===== src/rtl/dmac_cfg_mc_if.sv =====
// APB slave bus bundle for the DMA configuration block.
// Signal names keep the original port names so existing fabric wiring maps 1:1.
interface dmac_cfg_mc_if;
    logic        psel_i;
    logic        penable_i;
    logic [11:0] paddr_i;
    logic        pwrite_i;
    logic [31:0] pwdata_i;
    logic        pready_o;
    logic [31:0] prdata_o;
    logic        pslverr_o;

    modport master (
        output psel_i, penable_i, paddr_i, pwrite_i, pwdata_i,
        input  pready_o, prdata_o, pslverr_o
    );

    modport slave (
        input  psel_i, penable_i, paddr_i, pwrite_i, pwdata_i,
        output pready_o, prdata_o, pslverr_o
    );
endinterface


===== src/rtl/dmac_cfg_mc.sv =====
// APB register block for the multi-channel DMA controller.
// Global page 0x000: VERSION, INT_STATUS (W1C), INT_EN.
// Channel n page 0x100*(n+1): SRC, DST, LEN, CMD (start), STATUS.
// Decode and error are resolved in the APB setup phase; writes commit in the
// access phase. Writes to a busy channel are rejected with PSLVERR.
// Optional build macro DMAC_CFG_ALIGN_CHECK_EN: reject start commands whose
// SRC/DST/LEN are not word aligned or whose LEN is zero.
module dmac_cfg_mc #(
    parameter int unsigned CH_CNT  = 4,
    parameter int unsigned LEN_W   = 16,
    parameter logic [31:0] VERSION = 32'h0002_0000
) (
    input  logic                    clk,
    input  logic                    rst_n,
    dmac_cfg_mc_if.slave            apb,
    output logic [CH_CNT*32-1:0]    src_addr_o,
    output logic [CH_CNT*32-1:0]    dst_addr_o,
    output logic [CH_CNT*LEN_W-1:0] byte_len_o,
    output logic [CH_CNT-1:0]       start_o,
    input  logic [CH_CNT-1:0]       done_i,
    output logic                    irq_o
);

    typedef enum logic [3:0] {
        REG_NONE,
        REG_VERSION,
        REG_INT_STATUS,
        REG_INT_EN,
        REG_SRC,
        REG_DST,
        REG_LEN,
        REG_CMD,
        REG_STATUS
    } reg_sel_e;

    logic [31:0]       src_q [CH_CNT];
    logic [31:0]       dst_q [CH_CNT];
    logic [LEN_W-1:0]  len_q [CH_CNT];
    logic [CH_CNT-1:0] int_status_q;
    logic [CH_CNT-1:0] int_en_q;
    logic [CH_CNT-1:0] done_q;

    logic [3:0]        page;
    logic [7:0]        offs;
    reg_sel_e          sel;
    logic [CH_CNT-1:0] ch_hit;
    logic              busy;
    logic              err;
    logic [31:0]       rdata;
    logic              setup;
    logic              wr_en;
    logic [CH_CNT-1:0] rise;
    logic [CH_CNT-1:0] clr;

    assign page         = apb.paddr_i[11:8];
    assign offs         = apb.paddr_i[7:0];
    assign setup        = apb.psel_i & ~apb.penable_i;
    // pslverr_o holds the setup-phase verdict throughout the access phase
    assign wr_en        = apb.psel_i & apb.penable_i & apb.pwrite_i & ~apb.pslverr_o;
    assign apb.pready_o = 1'b1;
    assign busy         = |(ch_hit & ~done_i);
    assign rise         = done_i & ~done_q;

    // Address decode: register kind plus one-hot channel select
    always_comb begin
        sel    = REG_NONE;
        ch_hit = '0;
        if (page == 4'd0) begin
            unique case (offs)
                8'h00:   sel = REG_VERSION;
                8'h04:   sel = REG_INT_STATUS;
                8'h08:   sel = REG_INT_EN;
                default: sel = REG_NONE;
            endcase
        end else begin
            for (int unsigned n = 0; n < CH_CNT; n++) begin
                if (page == 4'(n + 1)) begin
                    ch_hit[n] = 1'b1;
                    unique case (offs)
                        8'h00:   sel = REG_SRC;
                        8'h04:   sel = REG_DST;
                        8'h08:   sel = REG_LEN;
                        8'h0C:   sel = REG_CMD;
                        8'h10:   sel = REG_STATUS;
                        default: sel = REG_NONE;
                    endcase
                end
            end
        end
    end

`ifdef DMAC_CFG_ALIGN_CHECK_EN
    logic [CH_CNT-1:0] misaligned;
    logic [31:0]       len_ext [CH_CNT];

    // Per-channel start legality: word-aligned addresses and a non-zero word-multiple length
    always_comb begin
        for (int unsigned n = 0; n < CH_CNT; n++) begin
            len_ext[n]              = '0;
            len_ext[n][LEN_W-1:0]   = len_q[n];
            misaligned[n] = (src_q[n][1:0] != 2'b00) || (dst_q[n][1:0] != 2'b00) ||
                            (len_ext[n][1:0] != 2'b00) || (len_ext[n] == 32'd0);
        end
    end
`endif

    // Access legality: unmapped, RO write, CMD read, busy-channel write
    always_comb begin
        err = 1'b0;
        unique case (sel)
            REG_NONE:                   err = 1'b1;
            REG_VERSION, REG_STATUS:    err = apb.pwrite_i;
            REG_INT_STATUS, REG_INT_EN: err = 1'b0;
            REG_SRC, REG_DST, REG_LEN:  err = apb.pwrite_i & busy;
            REG_CMD:                    err = ~apb.pwrite_i | busy;
            default:                    err = 1'b1;
        endcase
`ifdef DMAC_CFG_ALIGN_CHECK_EN
        if (sel == REG_CMD && apb.pwrite_i && apb.pwdata_i[0] && |(ch_hit & misaligned)) begin
            err = 1'b1;
        end
`endif
    end

    // Read data mux; unused bits are zero
    always_comb begin
        rdata = '0;
        unique case (sel)
            REG_VERSION:    rdata = VERSION;
            REG_INT_STATUS: rdata[CH_CNT-1:0] = int_status_q;
            REG_INT_EN:     rdata[CH_CNT-1:0] = int_en_q;
            REG_STATUS:     rdata[1:0] = {busy, |(ch_hit & done_i)};
            default: begin
                for (int unsigned n = 0; n < CH_CNT; n++) begin
                    if (ch_hit[n]) begin
                        if (sel == REG_SRC) rdata = src_q[n];
                        if (sel == REG_DST) rdata = dst_q[n];
                        if (sel == REG_LEN) rdata[LEN_W-1:0] = len_q[n];
                    end
                end
            end
        endcase
    end

    // Setup-phase capture of read data and error; error drops outside the access phase
    always_ff @(posedge clk) begin
        if (!rst_n) begin
            apb.prdata_o  <= '0;
            apb.pslverr_o <= 1'b0;
        end else if (setup) begin
            apb.pslverr_o <= err;
            if (!apb.pwrite_i) begin
                apb.prdata_o <= err ? 32'd0 : rdata;
            end
        end else begin
            apb.pslverr_o <= 1'b0;
        end
    end

    // Channel register write commit
    always_ff @(posedge clk) begin
        if (!rst_n) begin
            for (int unsigned n = 0; n < CH_CNT; n++) begin
                src_q[n] <= '0;
                dst_q[n] <= '0;
                len_q[n] <= '0;
            end
        end else if (wr_en) begin
            for (int unsigned n = 0; n < CH_CNT; n++) begin
                if (ch_hit[n]) begin
                    if (sel == REG_SRC) src_q[n] <= apb.pwdata_i;
                    if (sel == REG_DST) dst_q[n] <= apb.pwdata_i;
                    if (sel == REG_LEN) len_q[n] <= apb.pwdata_i[LEN_W-1:0];
                end
            end
        end
    end

    assign clr = (wr_en && sel == REG_INT_STATUS) ? apb.pwdata_i[CH_CNT-1:0] : '0;

    // Done edge capture, sticky status (set beats W1C clear), enable and registered irq
    always_ff @(posedge clk) begin
        if (!rst_n) begin
            done_q       <= '1;
            int_status_q <= '0;
            int_en_q     <= '0;
            irq_o        <= 1'b0;
        end else begin
            done_q       <= done_i;
            int_status_q <= (int_status_q & ~clr) | rise;
            if (wr_en && sel == REG_INT_EN) begin
                int_en_q <= apb.pwdata_i[CH_CNT-1:0];
            end
            irq_o <= |(int_status_q & int_en_q);
        end
    end

    // Start pulse in the access cycle of an accepted CMD write with bit0 set
    always_comb begin
        start_o = '0;
        if (wr_en && sel == REG_CMD && apb.pwdata_i[0]) begin
            start_o = ch_hit;
        end
    end

    // Flatten channel registers onto the packed output buses
    always_comb begin
        src_addr_o = '0;
        dst_addr_o = '0;
        byte_len_o = '0;
        for (int unsigned n = 0; n < CH_CNT; n++) begin
            src_addr_o[n*32 +: 32]       = src_q[n];
            dst_addr_o[n*32 +: 32]       = dst_q[n];
            byte_len_o[n*LEN_W +: LEN_W] = len_q[n];
        end
    end

endmodule

===== src/flat_wrapper.sv =====
// flat-port wrapper written by rule: the top's interface ports become plain ports
module dmac_cfg_mc_flat 
#(
    parameter int unsigned CH_CNT  = 4,
    parameter int unsigned LEN_W   = 16,
    parameter logic [31:0] VERSION = 32'h0002_0000
)
  (clk, rst_n, src_addr_o, dst_addr_o, byte_len_o, start_o, done_i, irq_o, apb_psel_i, apb_penable_i, apb_paddr_i, apb_pwrite_i, apb_pwdata_i, apb_pready_o, apb_prdata_o, apb_pslverr_o);
  dmac_cfg_mc_if apb_i ();
  input  logic clk;
  input  logic rst_n;
  output logic [CH_CNT*32-1:0] src_addr_o;
  output logic [CH_CNT*32-1:0] dst_addr_o;
  output logic [CH_CNT*LEN_W-1:0] byte_len_o;
  output logic [CH_CNT-1:0] start_o;
  input  logic [CH_CNT-1:0] done_i;
  output logic irq_o;
  input wire logic [$bits(apb_i.psel_i)-1:0] apb_psel_i;
  input wire logic [$bits(apb_i.penable_i)-1:0] apb_penable_i;
  input wire logic [$bits(apb_i.paddr_i)-1:0] apb_paddr_i;
  input wire logic [$bits(apb_i.pwrite_i)-1:0] apb_pwrite_i;
  input wire logic [$bits(apb_i.pwdata_i)-1:0] apb_pwdata_i;
  output wire logic [$bits(apb_i.pready_o)-1:0] apb_pready_o;
  output wire logic [$bits(apb_i.prdata_o)-1:0] apb_prdata_o;
  output wire logic [$bits(apb_i.pslverr_o)-1:0] apb_pslverr_o;
  assign apb_i.psel_i = apb_psel_i;
  assign apb_i.penable_i = apb_penable_i;
  assign apb_i.paddr_i = apb_paddr_i;
  assign apb_i.pwrite_i = apb_pwrite_i;
  assign apb_i.pwdata_i = apb_pwdata_i;
  assign apb_pready_o = apb_i.pready_o;
  assign apb_prdata_o = apb_i.prdata_o;
  assign apb_pslverr_o = apb_i.pslverr_o;
  dmac_cfg_mc #(.CH_CNT(CH_CNT), .LEN_W(LEN_W), .VERSION(VERSION)) u_core (.clk(clk), .rst_n(rst_n), .apb(apb_i), .src_addr_o(src_addr_o), .dst_addr_o(dst_addr_o), .byte_len_o(byte_len_o), .start_o(start_o), .done_i(done_i), .irq_o(irq_o));
endmodule

===== config.mk =====
export PLATFORM = sky130hd
export DESIGN_NAME = dmac_cfg_mc_flat
export DESIGN_NICKNAME = d
export VERILOG_FILES = /design/src/rtl/dmac_cfg_mc_if.sv /design/src/rtl/dmac_cfg_mc.sv /design/src/flat_wrapper.sv
export SDC_FILE = /design/constraint.sdc
export NUM_CORES = 1
export LEC_CHECK = 0
export ABC_CLOCK_PERIOD_IN_PS = 4300
export CORE_MARGIN = 2
export CORE_UTILIZATION = 30
export CTS_BUF_LIST = sky130_fd_sc_hd__clkbuf_4
export CTS_CLUSTER_DIAMETER = 80
export CTS_CLUSTER_SIZE = 8
export DETAILED_ROUTE_END_ITERATION = 12
export GPL_ROUTABILITY_DRIVEN = 0
export HOLD_SLACK_MARGIN = 0.03
export MAX_ROUTING_LAYER = met4
export REMOVE_ABC_BUFFERS = 1
export SLEW_MARGIN = 25
export SYNTH_ARGS = -nofsm -noshare
export SYNTH_HDL_FRONTEND = slang
export SYNTH_SLANG_ARGS = --single-unit

===== constraint.sdc =====
create_clock -name clk -period 4.3 [get_ports clk]
set_clock_uncertainty 0.05 [all_clocks]
set_input_delay 0.43 -clock clk [delete_from_list [all_inputs] [get_ports clk]]
set_output_delay 0.43 -clock clk [all_outputs]
set_load 0.02 [all_outputs]

==> results of run 1 <==
[metrics by stage]
step | util, % | instance area [µm²] | cells | hold slack, ps | TNS (ps)
finish | 41.5 | 23400 | 2651 | 201 | 0
global route | 41.5 | 23400 | 2650 | 174 | 0
CTS | 41.5 | 23400 | 2648 | 143 | 0
detailed placement | 40.2 | 22700 | 2557 | 400 | 0
global placement | 40.2 | 22700 | 2557 | 390 | 0
floorplan | - | 16700 | 1311 | 439 | -81970
[Yosys cell counts (8+ instances only)]
| library cell | n | area (µm²) |
|---|---|---|
| and2_1 | 323 | 2020 |
| clkbuf_2 | 12 | 60.1 |
| a31oi_1 | 9 | 56.3 |
| o21a_1 | 8 | 60.1 |
| edfxtp_1 | 320 | 9610 |
| o21ai_0 | 46 | 230 |
| buf_2 | 19 | 95.1 |
| nand2_1 | 70 | 263 |
| mux2_2 | 20 | 225 |
| a22o_1 | 25 | 219 |
| a2bb2oi_1 | 16 | 140 |
| nand3_1 | 24 | 120 |
| a22oi_1 | 57 | 428 |
| dfxtp_1 | 46 | 921 |
| nor3_1 | 11 | 55.1 |
| mux2i_1 | 42 | 420 |
| a211oi_1 | 9 | 67.6 |
| a21oi_1 | 29 | 145 |
| o22ai_1 | 54 | 338 |
| nor2_1 | 56 | 210 |
| clkbuf_1 | 75 | 282 |
| nor2b_1 | 14 | 87.6 |
[path summary, 6_finish.rpt]
kind	cells after the start	end	slack [ps]
hold / removal	2	u_core.done_q[1]	200
setup reg to reg	4	u_core.src_q[2][21]	1720
setup / recovery	6	start_o[2]	520
hold reg to reg	2	u_core.apb.prdata_o[8]	410
[repair_timing]
item	in CTS	in global routing
endpoints found under the setup margin	0	0
hold endpoints to repair	11	0
hold buffers	1	0
[layout make-up]
cell class	count	area share, %
inverter	7	0.112
tap	756	4.03
clock inverter	5	0.235
antenna	3	0.0320
sequential	366	44.9
timing repair buffer	491	20.8
clock buffer	85	2.72
multi-input combinational	938	27.1
[where the power goes]
part	total, µW	leakage (µW)	switching [µW]	internal, µW
Combinational	798	0.00410	509	288
Sequential	4000	0.00381	76.5	3930
Clock	2260	0.000418	1310	947
[kinds of logic after synthesis]
| group | synth area share, % |
|---|---|
| flip-flops | 61.3 |
| adder cells (fa/ha/maj) | 0.116 |
| other | 0.0218 |
| AND/OR/NAND/NOR | 18.2 |
| XOR/XNOR | 0.0510 |
| multiplexers | 3.82 |
| AO/OA/AOI/OAI | 13.5 |
| buffers and inverters | 3.00 |
[metal layers]
layer  vias up  routed length (µm)
met2      1067               35500
met1      7291               32700
met3       215                8910
met4         0                3330
met5         -                   0
li1       6184                   -
[registers in the layout, summed over array words and instances (netlist names)]
| register | flops |
|---|---|
| u_core.irq_o | 1 |
| u_core.len_q | 64 |
| u_core.done_q | 4 |
| u_core.src_q | 128 |
| u_core.int_status_q | 4 |
| u_core.apb.prdata_o | 32 |
| u_core.dst_q | 128 |
| u_core.int_en_q | 4 |
| u_core.apb.pslverr_o | 1 |
[cell usage in the layout, fill, tap and decap left out, types with 5 or more instances in the layout]
cell type and count:
nor2b_1 12, nor2_1 48, clkdlybuf4s50_1 406, mux2_2 20, dfxtp_1 46, a31oi_1 9
a22oi_1 57, nand3_1 24, inv_1 7, o221ai_1 5, o211ai_1 5, o22ai_1 54
nand2_1 70, a21oi_1 29, and2_1 322, a2bb2oi_1 16, nor3_1 9, o21ai_4 8
a32oi_1 7, clkbuf_4 85, a2111oi_0 5, o21ai_0 34, a211oi_1 9, buf_4 66
a22o_1 25, a221oi_1 7, buf_12 15, mux2i_1 42, a21boi_0 7, and3_1 5
o21ai_1 5, nand4_1 7, nor2_4 9, o21a_1 8, edfxtp_1 320
[worst max-delay path: cells and delay by family]
kind,cells,cell delay [ps]
AND/OR/NAND/NOR,4,1550
buffers and inverters,2,1320
==> summary.md, run 1 <==
| Metric | Value |
|---|---|
| Status | completed |
| CP endpoint kind | output pin |
| CTS H-Tree Depth | 2 |
| Area growth syn-to-layout | 36.4% |
| Cts bufs inserted | 52 |
| Multi-input logic area | 6360 µm² |
| Synthesized area | 17,200 µm² |
| Final net count | 1,909 |
| Max-slew violations | 0 |
| Post-DRT Antenna Nets | 0 |
| Setup repair after global routing missed its margin | false |
| Vias | 14,800 |
| DIE HEIGHT | 243 µm |
| Final hold violations | 0 |
| Placement Setup Slack | 628 ps |
| LEAKAGE | 0.00833 µW |
| CTS sink cnt | 366 |
| Cts repair resizes | 0 |
| Clock Latency Late Sink | 820 ps |
| Die span in x | 243 µm |
| Tcrit/Tclk final | 87.8% |
| Clock Path Buffers | 3 |
| First-pass GRT wire length | 110 mm |
| First-pass iteration count of the detailed router | 8 |
| Synth warn | 0 |
| CTS tree | built |
| Gr usage total | 27.1% |
| Crit path launch | apb_paddr_i[11] |
| Cell count after synthesis | 1,427 |
| CP cell instances | clkdlybuf4s50_1 > or3b_1 > nor2_1 > nand2_1 > nor2_1 > clkdlybuf4s50_1 |
| Syn Area/Cell | 12.0 µm² |
| WL/cell | 30.3 µm |
| Reg area | 10,500 µm² |
| Sequential area share after synthesis | 61.3% |
| Initial DRC count | 1,991 |
| Post-CTS Setup Inserts | 0 |
| VDD IR max | 0.139 mV |
| I/O pins | 412 |
| GR Util met1 | 35.8% |
| Reg2reg start | u_core.apb.pslverr_o |
| DRT Wirelength | 80.4 mm |
| Startpoint class of the critical path | input port |
| Std-Cell Rows | 87 |
| Pin count of the biggest net entering global routing | 66 |
| Min-delay src | done_i[1] |
| Flop and latch count out of synthesis | 366 |
| Fraction of registers with async set/reset | 0% |
| Die area | 59,200 µm² |
| Hold Crit Class | in2reg |
| CP max stage cell | or3b_1 |
| Initial antenna violation count | 4 |
| Via density | 5.57 |
| Final worst slack | 523 ps |
| Number of global-route vias before repair | 14,600 |
| CP peak stage delay | 720 ps |
| Grt met2 use | 39.9% |
| F_max | 265 MHz |
| Clk slew on worst S/H paths | 110 ps |
| Layout cells sized above 1 | 12.7% |
| Crit-path max FO | 11 |
| Critical Path AT | 3300 ps |
| PD cells | 301 nW/µm² |
| Top FF cell, synth | edfxtp_1 |
| Crit path kind | in2out |
| Fill count | 5,326 |
| Root Driver | clkbuf_4 |
| Critical Path RT | 3820 ps |
| DR DRC count | 0 |
| Total gr overflow | 0 |
| Library cells used by synthesis | 80 |
| Core Region | 56,500 µm² |
| Relative slew margins | 29.8% |
| Crit path time final | 3780 ps |
| Total power | 7060 µW |
| PortBufs | 410 |
| DP Wirelength | 55.6 mm |
| Busiest metal layer after global routing | met2 |
| M3 GR Usage | 7.05% |
| EDFF count, synth | 320 |
| Final setup viols | 0 |
| Initial core utilization | 30.4% |
| Worst-Margin Slew | 1050 ps |
| Total of max-cap violations | 0 |
Note: power is estimated with default switching activity, not from simulation.
==> run 2, diff against run 1 <==
Settings changed: SLEW_MARGIN 25 to 40.
==> run 2 against run 1 <==
Net effect: non-clock buffer count up 1; largest cell class unchanged; global-route usage barely moved; via count rose by 0.35%; critical path type unchanged.
==> summary.md, run 2 (same netlist as run 1, synthesis figures left out) <==
| Metric | Value |
|---|---|
| Pin count of the biggest net entering global routing | 66 (unchanged) |
| CP max stage cell | or3b_1 |
| Status | completed |
| Total gr overflow | 0 (unchanged) |
| First-pass GRT wire length | 111 mm (+0.39%) |
| Area growth syn-to-layout | 36.7% |
| Initial core utilization | 30.4% (unchanged) |
| Startpoint class of the critical path | input port |
| Tcrit/Tclk final | 88.8% (+0.95 points) |
| Setup TNS | 0 ps (unchanged) |
| DRT Wirelength | 80.2 mm (-0.35%) |
| CP peak stage delay | 740 ps (+20 ps) |
| Most frequent cells in the layout | 406 x clkdlybuf4s50_1, 322 x and2_1, 320 x edfxtp_1 |
| Non-Filler Cell Area, Final | 23,500 µm² (+0.24%) |
| F_max | 262 MHz (-1.1%) |
| Hold Crit Class | in2reg |
| Total of max-cap violations | 0 (unchanged) |
| Std-Cell Rows | 87 (unchanged) |
| Post-DRT Antenna Nets | 0 (unchanged) |
| Initial DRC count | 1,979 (-0.60%) |
| CTS H-Tree Depth | 2 (unchanged) |
| First-pass iteration count of the detailed router | 5 (-3) |
| Crit path time final | 3820 ps (+40.8 ps) |
| DP Wirelength | 55.8 mm (+0.26%) |
| Most common cell after layout, fill and taps aside | clkdlybuf4s50_1 |
| Cell Area, Placed | 22,800 µm² (about the same) |
| Clk slew on worst S/H paths | 100 ps (about the same) |
| VDD IR max | 0.154 mV (+11%) |
| Cts bufs inserted | 52 (unchanged) |
| Clock Path Buffers | 3 (unchanged) |
| Critical Path RT | 3820 ps (about the same) |
| CP endpoint kind | output pin |
| Final hold violations | 0 (unchanged) |
| Placed insts | 2,558 (+0.039%) |
| Layout Cells excl Fill | 2,656 (+0.19%) |
| Die area | 59,200 µm² (unchanged) |
| WL/cell | 30.2 µm (-0.54%) |
| PD cells | 302 nW/µm² (+0.24%) |
| I/O pins | 412 (unchanged) |
| PortBufs | 410 (unchanged) |
| Post-CTS Setup Inserts | 0 (unchanged) |
| Root Driver | clkbuf_4 |
| Initial antenna violation count | 2 (-2) |
| Number of global-route vias before repair | 14,700 (+0.36%) |
| Via density | 5.58 (+0.16%) |
| Max-slew violations | 0 (unchanged) |
| Crit-path max FO | 11 (unchanged) |
| Vias | 14,800 (+0.35%) |
| Relative slew margins | 51.6% (+22 points) |
| Final net count | 1,910 (+0.052%) |
| Setup repair after global routing missed its margin | false |
| Hold WS | 187 ps (-14.1 ps) |
| Core Region | 56,500 µm² (unchanged) |
| CP cell instances | clkdlybuf4s50_1 > or3b_1 > nor2_1 > nand2_1 > nor2_1 > clkdlybuf4s50_1 |
| Final core utilization | 41.6% (+0.097 points) |
| Final setup viols | 0 (unchanged) |
| Critical Path AT | 3340 ps (+40 ps) |
| CTS sink cnt | 366 (unchanged) |
| Layout cells sized above 1 | 13.0% (+0.29 points) |
| Clock Latency Late Sink | 820 ps (about the same) |
| Top flop regs | u_core.dst_q: 128 flops, u_core.src_q: 128 flops, u_core.len_q: 64 flops |
| Gr usage total | 27.1% (about the same) |
| Die span in x | 243 µm (unchanged) |
| Worst-Margin Slew | 724 ps (-326 ps) |
| Crit path kind | in2out |
| CTS tree | built |
| DR DRC count | 0 (unchanged) |
| DIE HEIGHT | 243 µm (unchanged) |
| LEAKAGE | 0.00836 µW (+0.34%) |
==> run 2: layer usage <==
| layer | global-route usage [%] | routed length [µm] |
|---|---|---|
| met5 | - | 0 |
| met4 | 9.76 | 3110 |
| met3 | 6.54 | 9040 |
| met2 | 40.0 | 35400 |
| met1 | 36.2 | 32600 |
==> run 2: what timing repair did <==
item / CTS / global route
hold endpoints to repair: 10 / 0
gates resized for setup: 0 / 0
hold buffers: 1 / 0
==> run 2: stage by stage <==
step	setup WS, ps	power (µW)
3_3_place_gp	663	4860
6_report	482	7090
3_5_place_dp	630	4870
4_1_cts	646	7130
2_1_floorplan	-415	4350
5_1_grt	460	7310
==> run 2: area by class of cell <==
cell class                      count  area, µm²
Sequential cell                   366      10500
Multi-Input combinational cell    938       6370
Antenna cell                        4       10.0
Tap cell                          756        946
Clock buffer                       88        661
Inverter                            7       26.3
Timing Repair Buffer              492       4900
Clock inverter                      5       55.1
Fill cell                        5329      33000
==> run 2: path summary, 6_finish.rpt <==
check | slack, ps | cells after the start | to | start
worst max-delay path | 480 | 6 | start_o[2] | apb_paddr_i[11]
worst min-delay path | 190 | 3 | u_core.done_q[0] | done_i[0]
worst max register to register | 1710 | 4 | u_core.src_q[2][1] | u_core.apb.pslverr_o
worst min register to register | 410 | 2 | u_core.apb.prdata_o[8] | u_core.apb.prdata_o[8]
==> run 2: report_power, final <==
| group | internal, µW | switching (µW) |
|---|---|---|
| sequential | 3930 | 76.5 |
| combinational | 289 | 509 |
| clock | 976 | 1320 |
| total | 5190 | 1900 |
==> run 2: worst max-delay path, delay by kind of cell <==
family	cells	cell delay, ps
AND/OR/NAND/NOR	4	1580
buffers and inverters	2	1330
==> run 3, diff against run 2 <==
Settings changed: CELL_PAD_IN_SITES_DETAIL_PLACEMENT from default to 1, CELL_PAD_IN_SITES_GLOBAL_PLACEMENT from default to 1, PLACE_DENSITY_LB_ADDON from default to 0.1.
==> run 3 against run 2 <==
Net effect: design area fell by 0.54%; die area did not move; fmax down 1.1%; sequential cell count did not move; clock-buffer cell count is 1 higher; global-route usage increased by 2.3 points; sequential share of layout area increased by 0.24 points; register-to-register slack better by 130 ps; largest power group unchanged; highest routed layer unchanged.
==> summary.md, run 3 (same netlist as run 1, synthesis figures left out) <==
| Metric | Value |
|---|---|
| Status | completed |
| PortBufs | 410 (unchanged) |
| Hold path depth | 2 (-1) |
| DR DRC count | 0 (unchanged) |
| R2r setup slk | 1840 ps (+130 ps) |
| LEAKAGE | 0.00831 µW (-0.54%) |
| I/O pins | 412 (unchanged) |
| Sink of the worst hold path | u_core.done_q[1] |
| Final net count | 1,907 (-0.16%) |
| Clock Latency Late Sink | 870 ps (+50 ps) |
| Clock Path Buffers | 3 (unchanged) |
| Crit path time final | 3860 ps (+41.4 ps) |
| Post-DRT Antenna Nets | 0 (unchanged) |
| Total power | 7160 µW (+0.90%) |
| Via density | 5.51 (-1.2%) |
| Total of max-cap violations | 0 (unchanged) |
| Max-slew violations | 0 (unchanged) |
| Initial antenna violation count | 2 (unchanged) |
| Core Region | 56,500 µm² (unchanged) |
| Clk slew on worst S/H paths | 100 ps (about the same) |
| Std-Cell Rows | 87 (unchanged) |
| Reg2reg end | u_core.dst_q[0][8] |
| CTS H-Tree Depth | 2 (unchanged) |
| Area growth syn-to-layout | 36.0% |
| Relative slew margins | 42.8% (-8.7 points) |
| Initial DRC count | 1,609 (-19%) |
| CTS tree | built |
| First-pass iteration count of the detailed router | 7 (+2) |
| VDD IR max | 0.164 mV (+6.4%) |
| Tcrit/Tclk final | 89.8% (+0.96 points) |
| Worst R2R Path Depth | 4 (unchanged) |
| WL/cell | 32.7 µm (+8.5%) |
| CTS sink cnt | 366 (unchanged) |
| Critical Path AT | 3380 ps (+40 ps) |
| Hold Crit Class | in2reg |
| Final hold violations | 0 (unchanged) |
| Total gr overflow | 0 (unchanged) |
| Vias | 14,600 (-1.4%) |
| DP Wirelength | 60.3 mm (+8.1%) |
| Cts bufs inserted | 51 (-1.9%) |
| Final setup viols | 0 (unchanged) |
| Die span in x | 243 µm (unchanged) |
| Min-delay src | done_i[1] |
| Worst-Margin Slew | 856 ps (+131 ps) |
| Top flop regs | u_core.dst_q: 128 flops, u_core.src_q: 128 flops, u_core.len_q: 64 flops |
| Pin count of the biggest net entering global routing | 39 (-41%) |
| Startpoint class of the critical path | input port |
| Fill count | 6,031 (+13%) |
| DIE HEIGHT | 243 µm (unchanged) |
| Most common cell after layout, fill and taps aside | clkdlybuf4s50_1 |
| Number of global-route vias before repair | 14,900 (+1.8%) |
| PD cells | 306 nW/µm² (+1.5%) |
| Crit-path max FO | 11 (unchanged) |
| Critical Path RT | 3820 ps (about the same) |
| CP endpoint kind | output pin |
| Most frequent cells in the layout | 405 x clkdlybuf4s50_1, 322 x and2_1, 320 x edfxtp_1 |
| First-pass GRT wire length | 119 mm (+7.8%) |
| Die area | 59,200 µm² (unchanged) |
| F_max | 259 MHz (-1.1%) |
| Root Driver | clkbuf_4 |
| Reg2reg start | u_core.apb.pslverr_o |
| DRT Wirelength | 86.8 mm (+8.3%) |
| Setup repair after global routing missed its margin | false |
| Crit path kind | in2out |
| Cts repair resizes | 0 (unchanged) |
| Gr usage total | 29.4% (+2.3 points) |
| Initial core utilization | 30.4% (unchanged) |
| Final core utilization | 41.4% (-0.23 points) |
| Layout cells sized above 1 | 12.9% (-0.078 points) |
run 3: layout make-up:
cell class,instances,area (µm²),area share [%]
clock inverters,2,33.8,0.145
well taps,756,946,4.05
clock buffers,89,668,2.86
repair buffers,490,4780,20.5
inverters,7,26.3,0.112
diodes,5,12.5,0.0535
flip-flops and latches,366,10500,45.1
multi-input cells,938,6370,27.3
run 3: how the worst max path moves through the flow:
stage | cells after the start | slack (ps) | startpoint | to
floorplan | 4 | -410 | apb_paddr_i[3] | u_core.dst_q[0][100]
global placement | 6 | 500 | apb_paddr_i[4] | start_o[0]
detailed placement | 6 | 460 | apb_paddr_i[4] | start_o[3]
CTS | 6 | 460 | apb_paddr_i[4] | start_o[3]
global route | 6 | 390 | apb_paddr_i[4] | start_o[3]
finish | 6 | 440 | apb_paddr_i[4] | start_o[3]
run 3: critical path, stage by stage:
cell             delay [ps]
clkdlybuf4s50_1         540
or4_4                   740
nor2_4                  340
nand4_1                 440
nor2_1                  250
clkdlybuf4s50_1         630
run 3: power by group:
group          internal, µW  switching [µW]  total [µW]  leakage, µW
combinational           284             522         806      0.00407
clock                   977            1370        2350     0.000428
sequential             3930            77.8        4010      0.00381
total                  5190            1970        7160      0.00831
run 3: layer usage:
layer	wire length [µm]	vias to the layer above	GRT usage, %
met5	0	-	-
li1	-	6173	-
met3	6430	123	4.82
met1	36500	7552	38.2
met4	2290	0	7.65
met2	41700	761	47.7
run 3: timing repair:
action	CTS	global route
hold endpoints to repair	17	0
hold buffers	1	0
setup buffers	0	0
run 3: metrics by stage:
step | instances | cell area, µm² | hold slack, ps | setup TNS (ps) | setup WS (ps)
floorplan | 1311 | 16700 | 439 | -81970 | -415
global placement | 2556 | 22600 | 409 | 0 | 498
detailed placement | 2556 | 22600 | 408 | 0 | 457
CTS | 2648 | 23300 | 122 | 0 | 461
global route | 2651 | 23400 | 161 | 0 | 394
finish | 2653 | 23400 | 186 | 0 | 441
